File: src/rtl/bus_arb_pkg.sv
// Shared types for the round-robin memory bus arbiter.
package bus_arb_pkg;

   typedef enum logic [1:0] {IDLE, BUSY, RDWAIT} arb_state_t;
   typedef enum logic {RD, WR} bus_op_t;

   function automatic int grant_width(input int n);
      return (n <= 2) ? 1 : $clog2(n);
   endfunction

endpackage

File: src/rtl/rr_picker.sv
// Combinational round-robin selector: first set request after i_last.
module rr_picker
   import bus_arb_pkg::*;
#(
   parameter  int NumReq     = 2,
   localparam int GrantWidth = grant_width(NumReq)
) (
   input  logic [NumReq-1:0]     i_req,
   input  logic [GrantWidth-1:0] i_last,
   output logic                  o_valid,
   output logic [GrantWidth-1:0] o_grant
);

   logic [2*NumReq-1:0] w_req2;

   assign w_req2 = {i_req, i_req};

   // Scan downward so the lowest position after i_last wins.
   always_comb begin
      o_valid = 1'b0;
      o_grant = '0;
      for (int k = 2*NumReq-1; k >= 0; k--) begin
         if (k > int'(i_last) && k <= int'(i_last) + NumReq && w_req2[k]) begin
            o_valid = 1'b1;
            o_grant = GrantWidth'(k >= NumReq ? k - NumReq : k);
         end
      end
   end

endmodule

File: src/rtl/bus_arbiter.sv
// Round-robin arbiter sharing one memory bus port between NumReq requesters;
// a grant is held until the owner's transaction completes.
module bus_arbiter
   import bus_arb_pkg::*;
#(
   parameter  int AddrBusWidth = 32,
   parameter  int DataBusWidth = 32,
   parameter  int NumReq       = 2,
   localparam int GrantWidth   = grant_width(NumReq),
   localparam int SelWidth     = DataBusWidth/8
) (
   input  logic                                 clk,
   input  logic                                 rst,
   input  logic [NumReq-1:0][AddrBusWidth-1:0]  addr_m,
   input  logic [NumReq-1:0][DataBusWidth-1:0]  w_data_m,
   input  logic [NumReq-1:0][SelWidth-1:0]      w_sel_m,
   input  logic [NumReq-1:0]                    re_m,
   input  logic [NumReq-1:0]                    we_m,
   output logic [DataBusWidth-1:0]              r_data_m,
   output logic [NumReq-1:0]                    ready_m,
   output logic [NumReq-1:0]                    r_data_valid_m,
   output logic [AddrBusWidth-1:0]              addr_s,
   output logic [DataBusWidth-1:0]              w_data_s,
   output logic [SelWidth-1:0]                  w_sel_s,
   output logic                                 re_s,
   output logic                                 we_s,
   input  logic [DataBusWidth-1:0]              r_data_s,
   input  logic                                 ready_s,
   input  logic                                 r_data_valid_s
);

   arb_state_t            r_state;
   bus_op_t               r_op;
   logic [GrantWidth-1:0] r_owner;
   logic [GrantWidth-1:0] r_last;

   logic [NumReq-1:0]     w_req;
   logic                  w_pick_valid;
   logic [GrantWidth-1:0] w_pick;
   logic                  w_busy;
   logic                  w_rd_go;
   logic                  w_wr_go;

   assign w_req = re_m | we_m;

   rr_picker #(
      .NumReq (NumReq)
   ) u_picker (
      .i_req   (w_req),
      .i_last  (r_last),
      .o_valid (w_pick_valid),
      .o_grant (w_pick)
   );

   // Slave side depends only on state and owner inputs, never on ready_s.
   assign w_busy   = (r_state == BUSY);
   assign w_rd_go  = w_busy & (r_op == RD) & re_m[r_owner];
   assign w_wr_go  = w_busy & (r_op == WR) & we_m[r_owner];
   assign re_s     = w_rd_go;
   assign we_s     = w_wr_go;
   assign addr_s   = w_busy ? addr_m[r_owner]   : '0;
   assign w_data_s = w_busy ? w_data_m[r_owner] : '0;
   assign w_sel_s  = w_busy ? w_sel_m[r_owner]  : '0;
   assign r_data_m = r_data_s;

   always_comb begin
      ready_m        = '0;
      r_data_valid_m = '0;
      if ((w_rd_go | w_wr_go) & ready_s)
         ready_m[r_owner] = 1'b1;
      if (w_rd_go & ready_s & r_data_valid_s)
         r_data_valid_m[r_owner] = 1'b1;
      if (r_state == RDWAIT)
         r_data_valid_m[r_owner] = r_data_valid_s;
   end

   always_ff @(posedge clk or negedge rst) begin
      if (!rst) begin
         r_state <= IDLE;
         r_owner <= '0;
         r_op    <= RD;
         r_last  <= GrantWidth'(NumReq-1);
      end else begin
         unique case (r_state)
            IDLE: begin
               if (w_pick_valid) begin
                  r_owner <= w_pick;
                  r_op    <= we_m[w_pick] ? WR : RD;
                  r_state <= BUSY;
               end
            end
            BUSY: begin
               // Owner withdrew before acceptance: drop without credit.
               if (!(w_rd_go | w_wr_go)) begin
                  r_state <= IDLE;
               end else if (ready_s) begin
                  if (w_wr_go || r_data_valid_s) begin
                     r_last  <= r_owner;
                     r_state <= IDLE;
                  end else begin
                     r_state <= RDWAIT;
                  end
               end
            end
            RDWAIT: begin
               if (r_data_valid_s) begin
                  r_last  <= r_owner;
                  r_state <= IDLE;
               end
            end
            default: r_state <= IDLE;
         endcase
      end
   end

endmodule

File: config.mk
export PLATFORM = sky130hd
export DESIGN_NAME = bus_arbiter
export DESIGN_NICKNAME = d
export VERILOG_FILES = /design/src/rtl/bus_arb_pkg.sv /design/src/rtl/rr_picker.sv /design/src/rtl/bus_arbiter.sv
export SDC_FILE = /design/constraint.sdc
export NUM_CORES = 1
export LEC_CHECK = 0
export ABC_CLOCK_PERIOD_IN_PS = 1600
export CORE_AREA = 3 3 109 111
export DETAILED_ROUTE_END_ITERATION = 10
export DIE_AREA = 0 0 112 114
export PLACE_DENSITY_LB_ADDON = 0.05
export SETUP_SLACK_MARGIN = 0.2
export SLEW_MARGIN = 20
export SYNTH_ARGS = -nofsm -noshare
export SYNTH_HDL_FRONTEND = slang
export SYNTH_SLANG_ARGS = --single-unit
File: constraint.sdc
create_clock -name clk -period 1.6 [get_ports clk]
set_input_delay 0.32 -clock clk [delete_from_list [all_inputs] [get_ports clk]]
set_output_delay 0.32 -clock clk [all_outputs]
set_load 0.05 [all_outputs]
==> results of run 1 <==
## synth_stat cells (2+ instances only)
master                      n
sky130_fd_sc_hd__a21oi_1    2
sky130_fd_sc_hd__buf_2      6
sky130_fd_sc_hd__buf_4     35
sky130_fd_sc_hd__clkbuf_1   7
sky130_fd_sc_hd__dfrtp_1    4
sky130_fd_sc_hd__mux2i_1   69
sky130_fd_sc_hd__nand2b_1   2
sky130_fd_sc_hd__nor2_1    75
sky130_fd_sc_hd__nor2b_1    2
sky130_fd_sc_hd__o21ai_0    2
## cell families (layout without fill, tap and decap cells)
kind of cell / Yosys count / in the layout
buffers and inverters: 50 / 252
AND/OR/NAND/NOR: 85 / 85
flip-flops: 5 / 5
AO/OA/AOI/OAI: 11 / 11
multiplexers: 73 / 73
## sequential cells by signal, indices dropped and copies added, names as in the netlist
register  count
r_owner       1
r_op          1
r_last        1
r_state       2
## metrics by stage
stage | instances | hold slack, ns
CTS | 561 | 0.320
detailed placement | 557 | 0.566
floorplan | 224 | 0.0244
global placement | 557 | 0.564
global route | 566 | 0.333
finish | 566 | 0.321
## final timing paths
kind                           endpoint  cells past startpoint
setup reg to reg                 r_last                      5
hold reg to reg                 r_owner                      2
min in group clk            r_data_m[0]                      0
max in group asynchronous        r_last                      1
setup / recovery           w_data_s[31]                      6
hold / removal                     r_op                      1
## what timing repair did
item,4_1_cts,5_1_grt
gates resized for setup,64,63
buffers inserted,0,3
gates cloned,0,2
endpoints found under the setup margin,77,76
pin swaps,4,4
## routing by layer
layer	global-route usage, %	part of all wire (%)	vias to the layer above
met5	0	0	-
met4	2.32	0.76	0
met3	3.50	8.7	13
met2	24.2	54	144
met1	15.6	36	1058
li1	-	-	1137
## power groups by stage
stage / Sequential, uW / Combinational (uW) / Clock (uW)
final: 290 / 11900 / 244
after global placement: 293 / 10600 / 0
after detailed placement: 295 / 10600 / 0
after CTS: 294 / 11200 / 254
after floorplan: 256 / 6560 / 0
after global routing: 304 / 12400 / 263
## worst max-delay path, stage by stage (launching register included)
cell and delay [ns]:
sky130_fd_sc_hd__dfrtp_4 0.51, sky130_fd_sc_hd__buf_4 0.18, sky130_fd_sc_hd__buf_12 0.16, sky130_fd_sc_hd__mux2i_4 0.19, sky130_fd_sc_hd__buf_4 0.14, sky130_fd_sc_hd__nor2_4 0.09, sky130_fd_sc_hd__buf_12 0.14
## layout make-up
class / count / area [um^2] / share of cell area, %
Clock buffer: 4 / 45.0 / 0.764
Sequential cell: 5 / 130 / 2.21
Multi-Input combinational cell: 169 / 2400 / 40.7
Inverter: 1 / 3.75 / 0.0637
Tap cell: 140 / 175 / 2.97
Timing Repair Buffer: 247 / 3140 / 53.3
## placed cells by master, fill, tap and decap left out, types with 4 or more instances in the layout
cell type,Yosys,routed
sky130_fd_sc_hd__clkdlybuf4s50_1,0,139
sky130_fd_sc_hd__nor2_4,0,72
sky130_fd_sc_hd__buf_12,0,67
sky130_fd_sc_hd__mux2i_4,0,44
sky130_fd_sc_hd__buf_4,35,24
sky130_fd_sc_hd__mux2i_2,0,20
sky130_fd_sc_hd__buf_6,1,6
sky130_fd_sc_hd__mux2i_1,69,5
sky130_fd_sc_hd__buf_8,0,5
sky130_fd_sc_hd__dlygate4sd2_1,0,4
==> results, run 1 <==
- The clock passes through at most 2 buffers.
- Once the floorplan was initialized, standard cells occupied 15.0% of the core.
- Of the cells placed in the final design, the portion with a size suffix greater than 1 is between 60% and 70%.
- The setup TNS is -21.62 ns.
- The later pin in the worst-skew pair is clocked with a latency of between 0.2 and 0.25 ns.
- The Yosys warning count is 0.
- Setup violations remaining at the end of the flow were counted as 75.
- The count of clock tree sinks is 5.
- The data arrival at the endpoint of the critical path is 1.65 ns.
- The count of endpoints failing hold in the final timing report is 0.
- For this design the static power due to leakage is approximately 0.0021 uW.
- The first global-routing pass estimated 13.7 mm of wire.
- The start of the worst register-to-register path is r_owner.
- The placement-stage cell area is between 0.005 and 0.006 mm^2.
- The largest family of logic cells by synthesized area is multiplexers.
- The worst hold path belongs to the class primary input to asynchronous set/reset pin.
- The startpoint type of the worst setup path is a flop.
- The area overhead of the layout relative to synthesis is 261%.
- Yosys mapped a number of flops with a built-in enable equal to 0.
- Across every metal layer, demand over resource in global routing totals a little over an eighth.
- The placeable core area is between 0.01 and 0.015 mm^2.
- The timing startpoint of the critical path is r_owner.
- The routed wirelength normalized by instance count is 15.8 um.
- The headroom to the max-slew limit is 81.5%.
- The worst setup path is of the flop to output pin kind.
- After clock tree synthesis, the clock-pin slew on the worst setup and hold paths is approximately 0.040 ns.
- The antenna diode count is 0.
- Entering global routing, the biggest net connects 24 pins.
- The commonest register cell after synthesis is sky130_fd_sc_hd__dfrtp_1.
- Counting the buffers created by CTS gives 3.
- In this run the core area contains 38 standard-cell rows.
- The area share of the largest cell type after synthesis is approximately 42%.
- The detailed-route DRC error count is 0.
- The finished cells cover around 0.006 mm^2.
- The distinct cell type count after synthesis is 30.
- Per report_power, the clock group accounts for 2.0% of the total.
- The DRC marker count from the first detailed-route iteration is 29.
- The internal power summed over all cells is approximately 6000 uW.
- For this design the total switching power over the nets is 6390 uW.
- In this run the power density over the cells is between 2000 and 2500 mW/mm^2.
- The via count is ~2400.
- The total iterations of the first detailed-routing run is 4.
- In this run the register-to-register setup slack is -0.09 ns.
- The total I/O pin count is roughly 280.
- The data required time of the critical path is about 1.3 ns.
- Of the total synthesized cell area, the portion taken by XOR and XNOR cells is 0%.
- The part of the total power dissipated in sequential elements is about 2.3%.
- The share of power burned in combinational logic is 95.7%.
- Sorting the synthesized cells by area gives the leading types as sky130_fd_sc_hd__mux2i_1 (42%), sky130_fd_sc_hd__nor2_1 (17%), sky130_fd_sc_hd__buf_4 (16%).
- The sequential area share after synthesis is 7.75%.
- The count of buffers inserted at the top-level ports is around 220.
- The number of cells produced by synthesis is 224.
- The largest total area in the synthesized netlist belongs to sky130_fd_sc_hd__mux2i_1.
- Counting flops with an async set or reset pin after synthesis yields a share of 100%.
- From bottom edge to top edge, the die measures 114 um.
- The number of hold buffers added after CTS was 0.
- The slew of the pin with the lowest slew margin is 0.270 ns.
- The synthesized netlist occupies a cell area of around 0.0016 mm^2.
- The endpoint kind of the worst setup timing path is an output pin.
- After layout, the minimum clock period comes to around 2.0 ns.
- The number of levels in the clock H-tree is 1.
- In this run, synthesis produced a sequential element count of 5.
- After detailed routing, the number of vias per cell comes to 4.16.
- The final reports fail on setup timing.
- Of all nets on the critical path, the largest fanout is 12.
- The portion of netlist area occupied by mux cells is a little under half.
- TritonCTS built the clock tree.
- The final cycle utilization of the critical path is 123%.
- The antenna violation net count after detailed routing is 0.
- The net switching share of the total power is 51.3%.
- The flow ran to the end, but the final reports show violations.
- The die footprint is between 0.01 and 0.015 mm^2.
- The adder-cell share of the synthesized area is 0%.
- The maximum operating frequency is 506 MHz.
- In this run the mean area of a mapped cell was about 7.3 um^2.
- The worst-case IR drop observed on VDD is roughly 1.1 mV.
- Setup repair after global routing could not meet its margin everywhere.
- The HPWL after detailed placement is 7.35 mm.
- The worst setup margin is -0.374 ns.
- The number of global-route vias before repair is about 2500.
- The post-synthesis compound-gate area fraction is ~4.8%.
- The sum of routed wire length over all layers is a little under 9 mm.
- The number of max-slew violations in the final report is 0.
- The total design power is 12500 uW.
- The clock root buffer master is sky130_fd_sc_hd__clkbuf_8.
- The pre-CTS setup slack is -0.439 ns.
- At the end of the flow the core is filled with cells to approximately 54%.
- Fill cells in the final layout number between 900 and 1000.
- The horizontal die dimension is 112 um.
- The setup clock skew after layout is 0.00369 ns.
- The post-synthesis share of cell area spent on and, or, nand and nor gates is 20.9%.
- The global-route congestion overflow total is 0.
- The post-synthesis net count is 400.
- The number of nets in the finished design is 603.
- The initial antenna violation count is 0.
- The congestion estimate from routability-driven global placement came to ~0.77.
- Across the run, the number of max-cap violations was 0.
No activity file was read; power rests on OpenSTA's default activity.
==> run 2, diff against run 1 <==
Settings changed: SLEW_MARGIN 20 to 10.
==> results of run 2 <==
Same layout as run 1: the final DEF is identical, and so are final timing and power.
==> run 3, diff against run 2 <==
Settings changed: ABC_CLOCK_PERIOD_IN_PS 1600 to 1700, REMOVE_ABC_BUFFERS set to 1, TNS_END_PERCENT set to 10.
Clock period 1.6 ns to 1.7 ns, I/O delays scaled along.
==> results, run 3 (same netlist as run 1, synthesis figures left out) <==
- The flow ran to the end, but the final reports show violations.
- The final reports fail on setup timing.
- From synthesis to final layout, the design area changed by 194%.
- The static leakage came to 0.00204 uW (-2.0%).
- The total clock buffers created by CTS is 3 (unchanged).
- The final setup violation count is 70 (-6.7%).
- The half-perimeter wire length after placement was 8.80 mm (+20%).
- The buffer and inverter count on the worst path is 1 (-3).
- The share of power burned in combinational logic is 94.9% (-0.8 points).
- The power per cell area is 1990 mW/mm^2 (-5.7%).
- The slowest cell on the critical path is sky130_fd_sc_hd__dfrtp_4.
- The net switching share of the total power is 52.1% (+0.83 points).
- The placeable core area came to 0.0109 mm^2 (unchanged).
- The most common cell after layout, fill and taps aside is sky130_fd_sc_hd__clkdlybuf4s50_1.
- The setup clock skew after layout is 0.000556 ns (-0.00314 ns).
- The initial core utilization is 15.0% (unchanged).
- The number of non-filler instances in the completed layout is 558 (-1.4%).
- The antenna diode count is 0 (unchanged).
- The worst path in the final design needs a cycle of 1.98 ns, including I/O delays and setup.
- The global-route congestion overflow total came to 0 (unchanged).
- The headroom to the max-slew limit is 79.6% (-1.9 points).
- The via count is 2339 (-0.55%).
- The number of levels in the clock H-tree is 1 (unchanged).
- Setup repair after global routing could not meet its margin everywhere.
- The power dissipated by switching net loads came to 4970 uW (-22%).
- The peak supply drop is 0.906 mV (-16%).
- The worst setup margin is -0.285 ns (+0.0896 ns).
- The slew of the pin with the lowest slew margin is 0.306 ns (+0.0358 ns).
- The count of clock tree sinks is 5 (unchanged).
- The number of nets in the finished design is 595 (-1.3%).
- r_state holds more flip-flops than any other register.
- The total iterations of the first detailed-routing run is 4 (unchanged).
- The number of global-route vias before repair came to 2476 (-2.5%).
- The count of buffers inserted at the top-level ports came to 217 (unchanged).
- Of the available clock period, the critical path in the final layout requires 117%.
- The share of the core filled with cells is 44.0% (-10 points).
- The worst hold-check path type is primary input to asynchronous set/reset pin.
- The startpoint type of the worst setup path is a flop.
- The initial antenna violation count is 0 (unchanged).
- The final weighted congestion in routability-driven placement came to 0.839 (+8.4%).
- The global-route wire length before repair is 14.2 mm (+3.7%).
- The cell family with the largest share of critical-path delay is flip-flops.
- For this run, the top clock speed supported by timing is approximately 500 MHz.
- STA classifies the critical path endpoint as an output pin.
- The count of maximum capacitance violations came to 0 (unchanged).
- TritonCTS built the clock tree.
- The met3 layer usage reported by global route is 8.91% (+5.4 points).
- The detailed-route DRC error count is 0 (unchanged).
- The clock power share was 2.3% (+0.3 points).
- The number of max-slew violations in the final report is 0 (unchanged).
- The total I/O pin count is 282 (unchanged).
- The clock root buffer master is sky130_fd_sc_hd__clkbuf_8.
- The overall die height is 114 um (unchanged).
- The combined global-route utilization of all metal layers is 14.4% (+1.3 points).
- The setup TNS is -14.55 ns (+7.08 ns).
- The clock-pin slew of the registers on the worst-case setup and hold paths is 0.03 ns (about the same).
- The pin count of the biggest net entering global routing is 37 (+54%).
- The number of placement rows is 38 (unchanged).
- The met2 usage in global routing is 25.2% (+1.0 points).
- Walking the worst path, the cells encountered are mux2i_4, nor4b_4, o21ai_2, nor2_2, buf_12.
- The internal power summed over all cells was 4570 uW (-25%).
- The met1 layer usage reported by global route is 14.8% (-0.74 points).
- The data required time of the critical path is 1.36 ns (+0.08 ns).
- The pre-CTS setup slack is -0.530 ns (-0.0910 ns).
- The share of final-layout standard cells stronger than drive strength 1 is 35.9% (-24 points).
- The highest fanout seen on the critical path is 5 (-7).
- The die footprint is 0.0128 mm^2 (unchanged).
- The number of placed cells counting well taps is 552 (-0.90%).
- The routed wirelength normalized by instance count is 18.1 um (+15%).
- The total design power came to 9540 uW (-23%).
- The path type of the worst setup path is flop to output pin.
- The DRC marker count from the first detailed-route iteration is 49 (+69%).
- The via density per instance is 4.19 (+0.87%).
- The source-to-sink clock delay at the later pin of the worst-skew pair came to 0.22 ns (about the same).
- The sum of routed wire length over all layers came to 10.1 mm (+13%).
- The number of buffers on the longest clock path is 2 (unchanged).
- The horizontal die dimension is 112 um (unchanged).
- The number of flip-flops under the largest register name was 2 (unchanged).
- The delay of the slowest cell on the worst path is 0.51 ns (about the same).
- The antenna violation net count after detailed routing is 0 (unchanged).
- The data arrival at the endpoint of the critical path was 1.64 ns (about the same).
- The count of endpoints failing hold in the final timing report was 0 (unchanged).
- The part of the total power dissipated in sequential elements is 2.7% (+0.4 points).
- The library cells used most frequently in the layout, excluding fill and tap cells, are sky130_fd_sc_hd__clkdlybuf4s50_1 (139), sky130_fd_sc_hd__buf_12 (76), sky130_fd_sc_hd__mux2i_1 (64).
- The most crowded layer after global routing is met2.
[run 3: routing by layer]
metal,up-vias,part of all wire (%),wire length (um)
li1,1117,-,-
met1,1045,34,3410
met2,168,50,5080
met3,9,15,1480
met4,0,1.4,139
met5,-,0,0
[run 3: final cells by class]
cell class | instances | area, um^2
clock buffer | 4 | 45.0
timing repair buffer | 239 | 3110
sequential | 5 | 130
multi-input combinational | 169 | 1330
fill | 1045 | 6100
tap | 140 | 175
inverter | 1 | 3.75
[run 3: power groups by stage]
stage / registers [uW] / clock network [uW] / logic (uW)
after floorplan: 461 / 0 / 3740
after global placement: 244 / 0 / 8790
after detailed placement: 250 / 0 / 8770
after CTS: 262 / 229 / 9010
after global routing: 270 / 241 / 9440
final: 262 / 221 / 9060
[run 3: repair_timing]
item,CTS,global route
hold buffers,0,0
pin swaps,8,4
buffers inserted,2,0
endpoints found under the setup margin,76,76
endpoints found under the hold margin,0,0
gates resized for setup,29,29
[run 3: worst register-to-register path, delay by kind of cell (launching register included)]
kind | cells | cell delay [ns]
buf+inv | 1 | 0.15
compound gates | 2 | 0.30
mux | 2 | 0.64
flops | 1 | 0.51
[run 3: stage by stage]
| step | hold slack [ns] | cell area (um^2) |
|---|---|---|
| 2_1_floorplan | 0.0444 | 1300 |
| 3_3_place_gp | 0.594 | 4560 |
| 3_5_place_dp | 0.600 | 4560 |
| 4_1_cts | 0.362 | 4710 |
| 5_1_grt | 0.370 | 4790 |
| 6_report | 0.361 | 4790 |
[run 3: worst paths after layout]
kind / start / to / slack [ns] / depth (start not counted)
worst max-delay path: r_owner / r_data_valid_m[1] / -0.28 / 5
worst min-delay path: rst / r_op / 0.36 / 1
worst max register to register: r_owner / r_last / 0.02 / 5
worst min register to register: r_last / r_owner / 0.67 / 2
max in group asynchronous: rst / r_last / 1.07 / 1
min in group clk: r_last / r_owner / 0.67 / 2
==> RTL edit, RTL diff (settings of run 2) <==
`AddrBusWidth`: 32 -> 36.
--- a/src/rtl/bus_arbiter.sv
+++ b/src/rtl/bus_arbiter.sv
@@ -3,7 +3,7 @@
 module bus_arbiter
    import bus_arb_pkg::*;
 #(
-   parameter  int AddrBusWidth = 32,
+   parameter  int AddrBusWidth = 36,
    parameter  int DataBusWidth = 32,
    parameter  int NumReq       = 2,
    localparam int GrantWidth   = grant_width(NumReq),
Interface: changed (resized addr_m and addr_s); port bits go from 282 to 294. No check against the original RTL was run, so the function may have changed too.
==> RTL edit against run 2 <==
- the flow still finishes with violations (negative setup slack)
- hold slack better by 0.013 ns
- synthesized area is 3.0% higher
- cell area is 8.1% higher
- worst setup slack better by 0.00053 ns
- routed wire length is 12% higher
- largest power group unchanged
- critical path depth stayed put
- sequential power is 4% higher
- total power is 9.6% higher
- sequential cell count stayed put
- synthesized cell count is 3.6% higher
==> RTL edit: results (changes against run 2) <==
Outcome -> complete, but fails checks (unchanged)
Violated checks -> negative setup slack (unchanged)
Clock-cell share -> 0.707% (was 0.764%)
# fillers -> 904 (was 931)
Dpl cell area -> 0.00541 mm^2 (was 0.00510 mm^2)
Pin count of the biggest net entering global routing -> 20 (was 24)
Share of layout cells above drive strength 1 -> 62.3% (was 60.1%)
Initial antenna violation count -> 0 (unchanged)
Post-synthesis compound-gate area fraction -> 4.69% (was 4.83%)
Synth cell types -> 31 (was 30)
Reg-to-reg slack, setup -> -0.13 ns (was -0.09 ns)
DPL Wire Length -> 8010 um (was 7350 um)
#MultiIn Comb -> 177 (was 169)
Nets -> 638 (was 603)
Initial drt markers -> 55 (was 29)
Buffers, non-clock -> 266 (was 247)
Vias in the first global route -> 2,607 (was 2,540)
Final GP Congestion -> 0.772 (was 0.774)
Fraction of area in registers -> 2.06% (was 2.21%)
Multiplexer share of the synthesized area -> 47.1% (was 46.0%)
Synth top area cells -> mux2i_1 (43%), nor2_1 (18%), buf_4 (15%), dfrtp_1 (6.0%), buf_2 (2.1%) (was mux2i_1 (42%), nor2_1 (17%), buf_4 (16%), dfrtp_1 (6.1%), buf_2 (1.8%))
First-pass GRT wire length -> 14,800 um (was 13,700 um)
Sequential fraction of the synthesis area -> 7.52% (was 7.75%)
Footprint of the multi-input gates -> 0.00253 mm^2 (was 0.00240 mm^2)
I/O Buffers -> 229 (was 217)
Post-synth top cells -> nor2_1 (79), mux2i_1 (73), buf_4 (33), buf_2 (7), clkbuf_1 (6) (was nor2_1 (75), mux2i_1 (69), buf_4 (35), clkbuf_1 (7), buf_2 (6))
Switching share of total power -> 50.1% (was 51.3%)
Vias per cell -> 4.24 (was 4.16)
Postcts setup bufs -> 4 (was 0)
Post-Syn Nets -> 416 (was 400)
Static leakage -> 2.25 nW (was 2.08 nW)
Critical path fanouts, max -> 5 (was 12)
Worst hold margin -> 0.334 ns (was 0.321 ns)
Ys async rst share -> 100% (unchanged)
Final Core Density -> 58.5% (was 54.2%)
Per-cell routed wire length -> 16.8 um (was 15.8 um)
Setup TNS -> -24.43 ns (was -21.62 ns)
Final worst setup slack -> -0.374 ns (about the same)
Setup violators final -> 79 (was 75)
Non-clock buffer share of cell area -> 54.7% (was 53.3%)
Clk_skew -> 0.000324 ns (was 0.00369 ns)
Tot GR Track Use -> 14.4% (was 13.2%)
Slew HR -> 80.0% (was 81.5%)
Dpl cells -> 578 (was 557)
Vias -> 2,514 (was 2,352)
RR Startpoint -> r_owner (unchanged)
Xor/xnor cell area share of the yosys netlist -> 0% (unchanged)
Max-slew violation count -> 0 (unchanged)
Setup slack after placement -> -0.390 ns (was -0.439 ns)
Worst vdd ir -> 1040 uV (was 1080 uV)
-- RTL edit: routing by layer --
layer	track usage, %	wire [um]
met3	1.80	551
met2	30.8	6250
met4	2.08	70
met5	0	0
met1	14.9	3110
-- RTL edit: power groups by stage --
| stage | registers (W) | logic [W] | clock network, W |
|---|---|---|---|
| after CTS | 0.000294 | 0.0126 | 0.000238 |
| after global placement | 0.000285 | 0.0113 | 0 |
| after global routing | 0.000312 | 0.0136 | 0.000252 |
| after floorplan | 0.000251 | 0.00693 | 0 |
| final | 0.000301 | 0.0131 | 0.000231 |
| after detailed placement | 0.000289 | 0.0113 | 0 |
-- RTL edit: how the worst max path moves through the flow --
stage	start	end	slack (ns)	depth (start not counted)
global placement	re_m[0]	r_data_valid_m[0]	-0.38	6
finish	r_owner	addr_s[6]	-0.37	6
global route	r_owner	addr_s[6]	-0.43	6
CTS	r_owner	r_data_valid_m[0]	-0.38	5
floorplan	r_owner	r_data_valid_m[0]	-0.09	5
detailed placement	re_m[0]	r_data_valid_m[0]	-0.39	6
